## config.mk

```make
export PLATFORM = sky130hd
export DESIGN_NAME = pll_lock_supervisor
export DESIGN_NICKNAME = d
export VERILOG_FILES = /design/src/rtl/pll_lock_supervisor.sv
export SDC_FILE = /design/constraint.sdc
export NUM_CORES = 1
export LEC_CHECK = 0
export ABC_CLOCK_PERIOD_IN_PS = 3200
export CORE_ASPECT_RATIO = 1.25
export CORE_MARGIN = 2
export CORE_UTILIZATION = 40
export DETAILED_ROUTE_END_ITERATION = 12
export GPL_TIMING_DRIVEN = 0
export PLACE_DENSITY = 0.57
export SLEW_MARGIN = 40
export SYNTH_ARGS = -nofsm -noshare
export SYNTH_HDL_FRONTEND = slang
export SYNTH_SLANG_ARGS = --single-unit
```

## constraint.sdc

```tcl
create_clock -name clk -period 3.2 [get_ports clk]
set_input_delay 0.8 -clock clk [delete_from_list [all_inputs] [get_ports clk]]
set_output_delay 0.8 -clock clk [all_outputs]
set_load 0.01 [all_outputs]
```

## src/rtl/pll_lock_supervisor.sv

```systemverilog
// PLL lock supervisor: timed PLL reset, lock qualification, retry tracking.
// Optional retry limit with FAULT state: define PLL_SUP_RETRY_LIMIT_EN.
module pll_lock_supervisor #(
    parameter int NPLL          = 2,
    parameter int RST_CYCLES    = 16,
    parameter int LOCK_TIMEOUT  = 65536,
    parameter int STABLE_CYCLES = 1024,
    parameter int MAX_RETRY     = 7
) (
    input  logic                             clk,
    input  logic                             rst_n,
    input  logic [NPLL-1:0]                  pll_locked,
    input  logic                             relock_req,
    output logic                             pll_rst_n,
    output logic                             all_locked,
    output logic [$clog2(MAX_RETRY+1)-1:0]   retry_cnt,
    output logic                             fault
);

    localparam int C1   = (RST_CYCLES > LOCK_TIMEOUT) ? RST_CYCLES : LOCK_TIMEOUT;
    localparam int CMAX = (C1 > STABLE_CYCLES) ? C1 : STABLE_CYCLES;
    localparam int CW   = $clog2(CMAX);
    localparam int RW   = $clog2(MAX_RETRY + 1);

    localparam logic [CW-1:0] RST_LAST = CW'(RST_CYCLES - 1);
    localparam logic [CW-1:0] TO_LAST  = CW'(LOCK_TIMEOUT - 1);
    localparam logic [CW-1:0] ST_LAST  = CW'(STABLE_CYCLES - 1);
    localparam logic [RW-1:0] RETRY_MAX = RW'(MAX_RETRY);
`ifdef PLL_SUP_RETRY_LIMIT_EN
    localparam logic [RW-1:0] RETRY_LIM = RW'(MAX_RETRY - 1);
`endif

    typedef enum logic [2:0] {
        S_PLL_RST,
        S_WAIT_LOCK,
        S_STABLE,
        S_RUN,
        S_FAULT
    } state_t;

    state_t          state;
    state_t          state_d;
    logic [CW-1:0]   cnt;
    logic [CW-1:0]   cnt_d;
    logic [RW-1:0]   retry_d;
    logic            armed;
    logic [NPLL-1:0] sync1;
    logic [NPLL-1:0] sync2;
    logic            lk;
    logic            rst_d;
    logic            al_d;

    // Two-flop synchronizer per raw lock bit
    always_ff @(posedge clk or negedge rst_n) begin
        if (!rst_n) begin
            sync1 <= '0;
            sync2 <= '0;
        end else begin
            sync1 <= pll_locked;
            sync2 <= sync1;
        end
    end

    assign lk = &sync2;

    // State, cycle counter and retry counter registers
    always_ff @(posedge clk or negedge rst_n) begin
        if (!rst_n) begin
            state     <= S_PLL_RST;
            cnt       <= '0;
            armed     <= 1'b0;
            retry_cnt <= '0;
        end else begin
            state     <= state_d;
            cnt       <= cnt_d;
            armed     <= 1'b1;
            retry_cnt <= retry_d;
        end
    end

    // Next state, counter and retry logic; release edge starts the reset pulse at count 0
    always_comb begin
        state_d = state;
        retry_d = retry_cnt;
        unique case (state)
            S_PLL_RST: begin
                if (cnt == RST_LAST) state_d = S_WAIT_LOCK;
            end
            S_WAIT_LOCK: begin
                if (lk) begin
                    state_d = S_STABLE;
                end else if (cnt == TO_LAST) begin
`ifdef PLL_SUP_RETRY_LIMIT_EN
                    if (retry_cnt == RETRY_LIM) begin
                        retry_d = RETRY_MAX;
                        state_d = S_FAULT;
                    end else begin
                        retry_d = retry_cnt + 1'b1;
                        state_d = S_PLL_RST;
                    end
`else
                    if (retry_cnt != RETRY_MAX) retry_d = retry_cnt + 1'b1;
                    state_d = S_PLL_RST;
`endif
                end
            end
            S_STABLE: begin
                if (!lk) begin
                    state_d = S_WAIT_LOCK;
                end else if (cnt == ST_LAST) begin
                    state_d = S_RUN;
                    retry_d = '0;
                end
            end
            S_RUN: begin
                if (!lk || relock_req) state_d = S_PLL_RST;
            end
            S_FAULT: begin
                state_d = S_FAULT;
            end
            default: begin
                state_d = S_PLL_RST;
            end
        endcase

        if (state_d != state) begin
            cnt_d = '0;
        end else if (!armed || state == S_RUN || state == S_FAULT) begin
            cnt_d = cnt;
        end else begin
            cnt_d = cnt + 1'b1;
        end
    end

    // Output decode from the upcoming state so registered outputs move with the transition
    always_comb begin
        rst_d = !(state_d == S_PLL_RST || state_d == S_FAULT);
        al_d  = (state_d == S_RUN);
    end

    // Registered outputs
    always_ff @(posedge clk or negedge rst_n) begin
        if (!rst_n) begin
            pll_rst_n  <= 1'b0;
            all_locked <= 1'b0;
        end else begin
            pll_rst_n  <= rst_d;
            all_locked <= al_d;
        end
    end

`ifdef PLL_SUP_RETRY_LIMIT_EN
    // Sticky fault flag, cleared only by rst_n
    always_ff @(posedge clk or negedge rst_n) begin
        if (!rst_n) fault <= 1'b0;
        else        fault <= (state_d == S_FAULT);
    end
`else
    assign fault = 1'b0;
`endif

endmodule

```

==> results of run 1 <==
## cell type report
cell class | instances | share of cell area, %
timing repair buffer | 9 | 5.16
inverter | 4 | 0.910
clock buffer | 7 | 5.24
sequential | 29 | 44.0
multi-input combinational | 102 | 40.3
buffer | 4 | 1.44
tap | 39 | 2.96
## logic make-up (layout without fill, tap and decap cells)
| logic type | after synthesis | after routing |
|---|---|---|
| adder cells (fa/ha/maj) | 3 | 3 |
| flip-flops | 29 | 29 |
| other | 2 | 2 |
| XOR/XNOR | 15 | 15 |
| multiplexers | 1 | 1 |
| AND/OR/NAND/NOR | 72 | 72 |
| buffers and inverters | 8 | 24 |
| AO/OA/AOI/OAI | 9 | 9 |
## registers in the layout (all words and copies together) (netlist names)
signal	count
state	3
retry_cnt	3
cnt	16
armed	1
pll_rst_n	1
sync1	2
sync2	2
all_locked	1
## layer usage
layer,vias up,wire (um)
met5,-,0
met4,0,36
met3,3,105
met2,15,1350
met1,503,1080
li1,509,-
## where the power goes
part           switching (uW)  leakage (uW)  internal, uW  total (uW)
clock                     125     0.0000443           170         295
sequential               40.5      0.000387           404         444
combinational            84.2      0.000325          62.4         147
## metrics by stage
stage	total power [uW]	setup WS [ns]	hold WS (ns)
2_1_floorplan	551	1.30	0.331
3_3_place_gp	595	0.637	0.335
3_5_place_dp	599	0.635	0.339
4_1_cts	898	0.927	0.352
5_1_grt	945	0.835	0.356
6_report	886	0.913	0.350
## path summary, 6_finish.rpt
| path | from | end | slack (ns) | cells past startpoint |
|---|---|---|---|---|
| min | sync1[1] | sync2[1] | 0.35 | 0 |
| min reg2reg | sync1[1] | sync2[1] | 0.35 | 0 |
| max reg2reg | cnt[0] | cnt[7] | 1.08 | 7 |
| max | relock_req | cnt[7] | 0.91 | 7 |
| min in group asynchronous | rst_n | retry_cnt[2] | 0.54 | 1 |
| max in group asynchronous | rst_n | cnt[11] | 2.25 | 1 |
## cell usage in the layout, fill, tap and decap left out, drive strengths merged, types with 3 or more instances in the layout
master | synthesis | routed
xnor2 | 5 | 5
inv | 4 | 4
nor3b | 3 | 3
o21ai | 5 | 5
clkbuf | 1 | 8
nand3 | 9 | 9
nor4 | 3 | 3
clkdlybuf4s50 | 0 | 8
nor3 | 4 | 4
ha | 3 | 3
xor2 | 10 | 10
nand2 | 9 | 9
nor2 | 23 | 23
dfrtp | 29 | 29
buf | 3 | 4
nand4 | 8 | 8
==> flow_metrics.tcl, run 1 <==
set metrics [dict create \
    wl_per_cell_um 13.2 \
    tns_ns 0 \
    firstDrtPassIters 4 \
    io_pins 11 \
    worstPathMaxFanout 10 \
    grt_pass1_vias 1005 \
    yosys_warnings 0 \
    dp_hpwl_um 1880 \
    slew_headroom_pct 53.9 \
    fin_util_pct 47.8 \
    grt_usage_pct 14.7 \
    peakVddDrop_mv 0.324 \
    worstSetupPathType "in -> reg" \
    placeableCoreArea_um2 3450 \
    clk_pin_slew_ns 0.06 \
    postCtsHoldBufs 0 \
    busiest_layer "met2" \
    start_util_pct 41.4 \
    drive_above_1_share_pct 9.68 \
    grt_pass1_wl_um 4540 \
    cp_num_buf_inv 2 \
    synth-seq-cells 29 \
    grtUsageMet3_pct 5.48 \
    place_congestion 0.784 \
    synth_compound_area_share_pct 4.64 \
    htreeDepth 2 \
    power.leakage_uw 0.000757 \
    final_area_um2 1650 \
    cp_top_family "buffers and inverters" \
    synth_ff_type "dfrtp_1" \
    vias 1030 \
    synth-async-reset-ratio_pct 100 \
    required_ns 3.36 \
    port-buffer-count 9 \
    avgSynthCellArea_um2 10.3 \
    nFillCells 318 \
    grt_use_met1_pct 16.2 \
    finClkSkew_ns 0.00212 \
    maxSlewViolCount 0 \
    finalHoldViolations 0 \
    clockBufferDepth 2 \
    multi_input_area_um2 664 \
    clk_latency_ns 0.28 \
    synth-simple-area-share_pct 28.8 \
    fin_nets 163 \
    synthTopCellsByCount "dfrtp_1 (29), nor2_1 (23), xor2_1 (10)" \
    synth_xor_area_share_pct 9.19 \
    setup_viol 0 \
    endpoint_kind "register" \
    routed_wirelength_um 2570 \
    yosys.area_share.adder_pct 2.63 \
    yosys.area.top_type "dfrtp_1" \
    ant_nets 0 \
    fin_cells 194 \
    cap_violations 0 \
    placed_area_um2 1560 \
    cts_sinks 29 \
    area.growth.synth_to_final_pct 15.4 \
    synthCells 139 \
    ys_seq_area_share_pct 50.8 \
    syn_nets 147 \
    status "finished clean" \
    cp_slowest_cell "clkdlybuf4s50_1" \
    slowest_delay_ns 0.49 \
    post-route-drc-count 0 \
    p_per_area_nw_per_um2 538 \
    cp_common_cell "o21ai_0" \
    die_w_um 57.5 \
    fmax_mhz 437 \
    grt_max_degree 30 \
    yosys.area.top_type_share_pct 50.8 \
    hold_path.class "reg -> reg" \
    crit_path_cell_trace "clkdlybuf4s50_1 > and4b_1 > o21ai_0 > o21ai_0 > a22oi_4 > buf_4 > nor2_1" \
    overflow 0 \
    synthMuxAreaShare_pct 0.701 \
    period_share_pct 71.5 \
    synth_edf_count 0 \
    drt-vias-per-instance 5.31 \
    antenna_found_initial 0 \
    cp-start-kind "input port" \
    cts_tree "built" \
    seq_area_um2 726 \
    antennaDiodeCount 0 \
    cts_resized 0 \
    yosysMostFrequentCell "dfrtp_1" \
    synth_top_family_by_area "simple AND/OR/NAND/NOR gates" \
    drtIter0Drc 28 \
    clock-root-buffer "clkbuf_8" \
    worstPathArrival_ns 2.45 \
    cts_made_buffers 5 \
    row_count 24 \
    yosysUniqueCellTypes 34 \
    cts_setup_buffers 0 \
    tightest_slew_ns 0.690 \
    period_needed_ns 2.29 \
    die_y_um 70.8 \
    post-place-cells 187 \
    synthTopCellsByArea "dfrtp_1 (51%), xor2_1 (6.1%), nor2_1 (6.0%)" \
    netlist_area_um2 1430 \
    die_area_um2 4070 \
    use_met2_pct 25.4 \
    rsz0062_at_grt "no" \
]
Note: power is estimated with default switching activity, not from simulation.
==> run 2, diff against run 1 <==
- ABC_CLOCK_PERIOD_IN_PS: 3200 -> 2100
- PLACE_DENSITY: 0.57 -> 0.59
- clock period: 3.2 -> 2.1 ns (I/O delays scaled with it)
==> run 2 against run 1 <==
Compared with the run above: power is 70% higher; via count up 1.8%; design area is 3.0% higher; clock-buffer cell count stayed put; highest routed layer unchanged; largest power group unchanged; non-clock buffer count unchanged; die area unchanged.
==> flow_metrics.tcl, run 2 (synthesis gave the netlist of run 1 again) <==
set metrics [dict create \
    status "finished clean" \
    firstDrtPassIters 4 \
    worstPathArrival_ns 2.15 \
    overflow 0 \
    maxSlewViolCount 0 \
    drt-vias-per-instance 5.38 \
    setup_viol 0 \
    period_share_pct 94.4 \
    worstSetupPathType "reg -> reg" \
    clock-root-buffer "clkbuf_8" \
    power_uw 1510 \
    finalHoldViolations 0 \
    endpoint_kind "register" \
    cp_top_family "simple AND/OR/NAND/NOR gates" \
    fin_cells 195 \
    grt_usage_pct 15.5 \
    antenna_found_initial 0 \
    grt_pass1_vias 1068 \
    cap_violations 0 \
    drtIter0Drc 27 \
    grt_max_degree 30 \
    row_count 24 \
    fin_nets 163 \
    hold_path.class "in -> async" \
    cp-start-kind "register" \
    ant_nets 0 \
    drive_above_1_share_pct 14.1 \
    final_area_um2 1700 \
    cts_setup_buffers 0 \
    final_common_cell "dfrtp_1" \
    peakVddDrop_mv 0.565 \
    top_regs "cnt: 16 flops, retry_cnt: 3 flops, state: 3 flops" \
    top_register "cnt" \
    grt_pass1_wl_um 4660 \
    final_cell_mix "dfrtp_1 (25), nor2_1 (23), xor2_1 (10)" \
    start_util_pct 41.4 \
    post-route-drc-count 0 \
    die_area_um2 4070 \
    place_congestion 0.773 \
    slew_headroom_pct 55.5 \
    cts_tree "built" \
    routed_wirelength_um 2710 \
    htreeDepth 2 \
    largest_reg_flops 16 \
    die_w_um 57.5 \
    nFillCells 317 \
    slowest_delay_ns 0.55 \
    vias 1049 \
    postCtsHoldBufs 0 \
    post-place-cells 187 \
    cts_resized 0 \
    period_needed_ns 1.98 \
    wl_per_cell_um 13.9 \
    cts_sinks 29 \
    fmax_mhz 504 \
    clk_latency_ns 0.28 \
    area.growth.synth_to_final_pct 18.9 \
    die_y_um 70.8 \
    crit_path_cell_trace "nand4_4 > or4b_4 > or4_4 > nand3_1 > o21ai_1" \
    power.leakage_uw 0.000765 \
    worst_hold_slack_ns 0.255 \
    port-buffer-count 9 \
    clockBufferDepth 2 \
    dp_hpwl_um 1950 \
    cp_num_buf_inv 0 \
    cts_made_buffers 5 \
    worstPathMaxFanout 7 \
    clk_pin_slew_ns 0.06 \
    fin_util_pct 49.2 \
    cp_slowest_cell "or4b_4" \
    required_ns 2.27 \
    finClkSkew_ns 0.00418 \
    placeableCoreArea_um2 3450 \
    antennaDiodeCount 0 \
    tightest_slew_ns 0.666 \
    placed_area_um2 1560 \
    io_pins 11 \
    p_per_area_nw_per_um2 886 \
]
-- run 2: path summary, 6_finish.rpt --
path | from | to | slack [ns] | depth (start not counted)
max | cnt[4] | retry_cnt[1] | 0.12 | 5
max in group asynchronous | rst_n | cnt[6] | 1.39 | 1
min in group clk | sync1[1] | sync2[1] | 0.35 | 0
max reg2reg | cnt[4] | retry_cnt[1] | 0.12 | 5
min | rst_n | all_locked | 0.25 | 1
min reg2reg | sync1[1] | sync2[1] | 0.35 | 0
-- run 2: power by group --
| part | leakage (uW) | internal (uW) | switching (uW) |
|---|---|---|---|
| sequential | 0.000381 | 616 | 61.4 |
| combinational | 0.000326 | 99.6 | 131 |
| clock | 0.0000585 | 386 | 211 |
-- run 2: final cells by class --
type / count / area, um2 / area share, %
plain buffers: 4 / 27.5 / 1.62
clock buffers: 7 / 86.3 / 5.08
clock inverters: 1 / 30.0 / 1.77
inverters: 4 / 15.0 / 0.884
multi-input cells: 102 / 676 / 39.8
flip-flops and latches: 29 / 731 / 43.0
well taps: 39 / 48.8 / 2.87
repair buffers: 9 / 85.1 / 5.01
-- run 2: metal layers --
layer,GRT usage [%],wire (um)
met5,0,0
met3,4.94,107
met4,8.53,104
met1,16.9,1070
met2,26.1,1420
-- run 2: per-stage QoR --
step	setup WS, ns	setup TNS (ns)
floorplan	0.201	0
global placement	-0.193	-1.91
detailed placement	-0.213	-2.08
CTS	0.000687	0
global route	-0.0530	-0.410
finish	0.117	0
-- run 2: worst reg2reg max path, stage by stage (launching register included) --
cell	delay, ns
dfrtp_2	0.45
nand4_4	0.17
or4b_4	0.55
or4_4	0.54
nand3_1	0.10
o21ai_1	0.07
==> run 3, diff against run 2 <==
- CTS_CLUSTER_SIZE: default -> 16
==> results of run 3 <==
The final DEF is identical to that of run 2; final timing and power are the same.
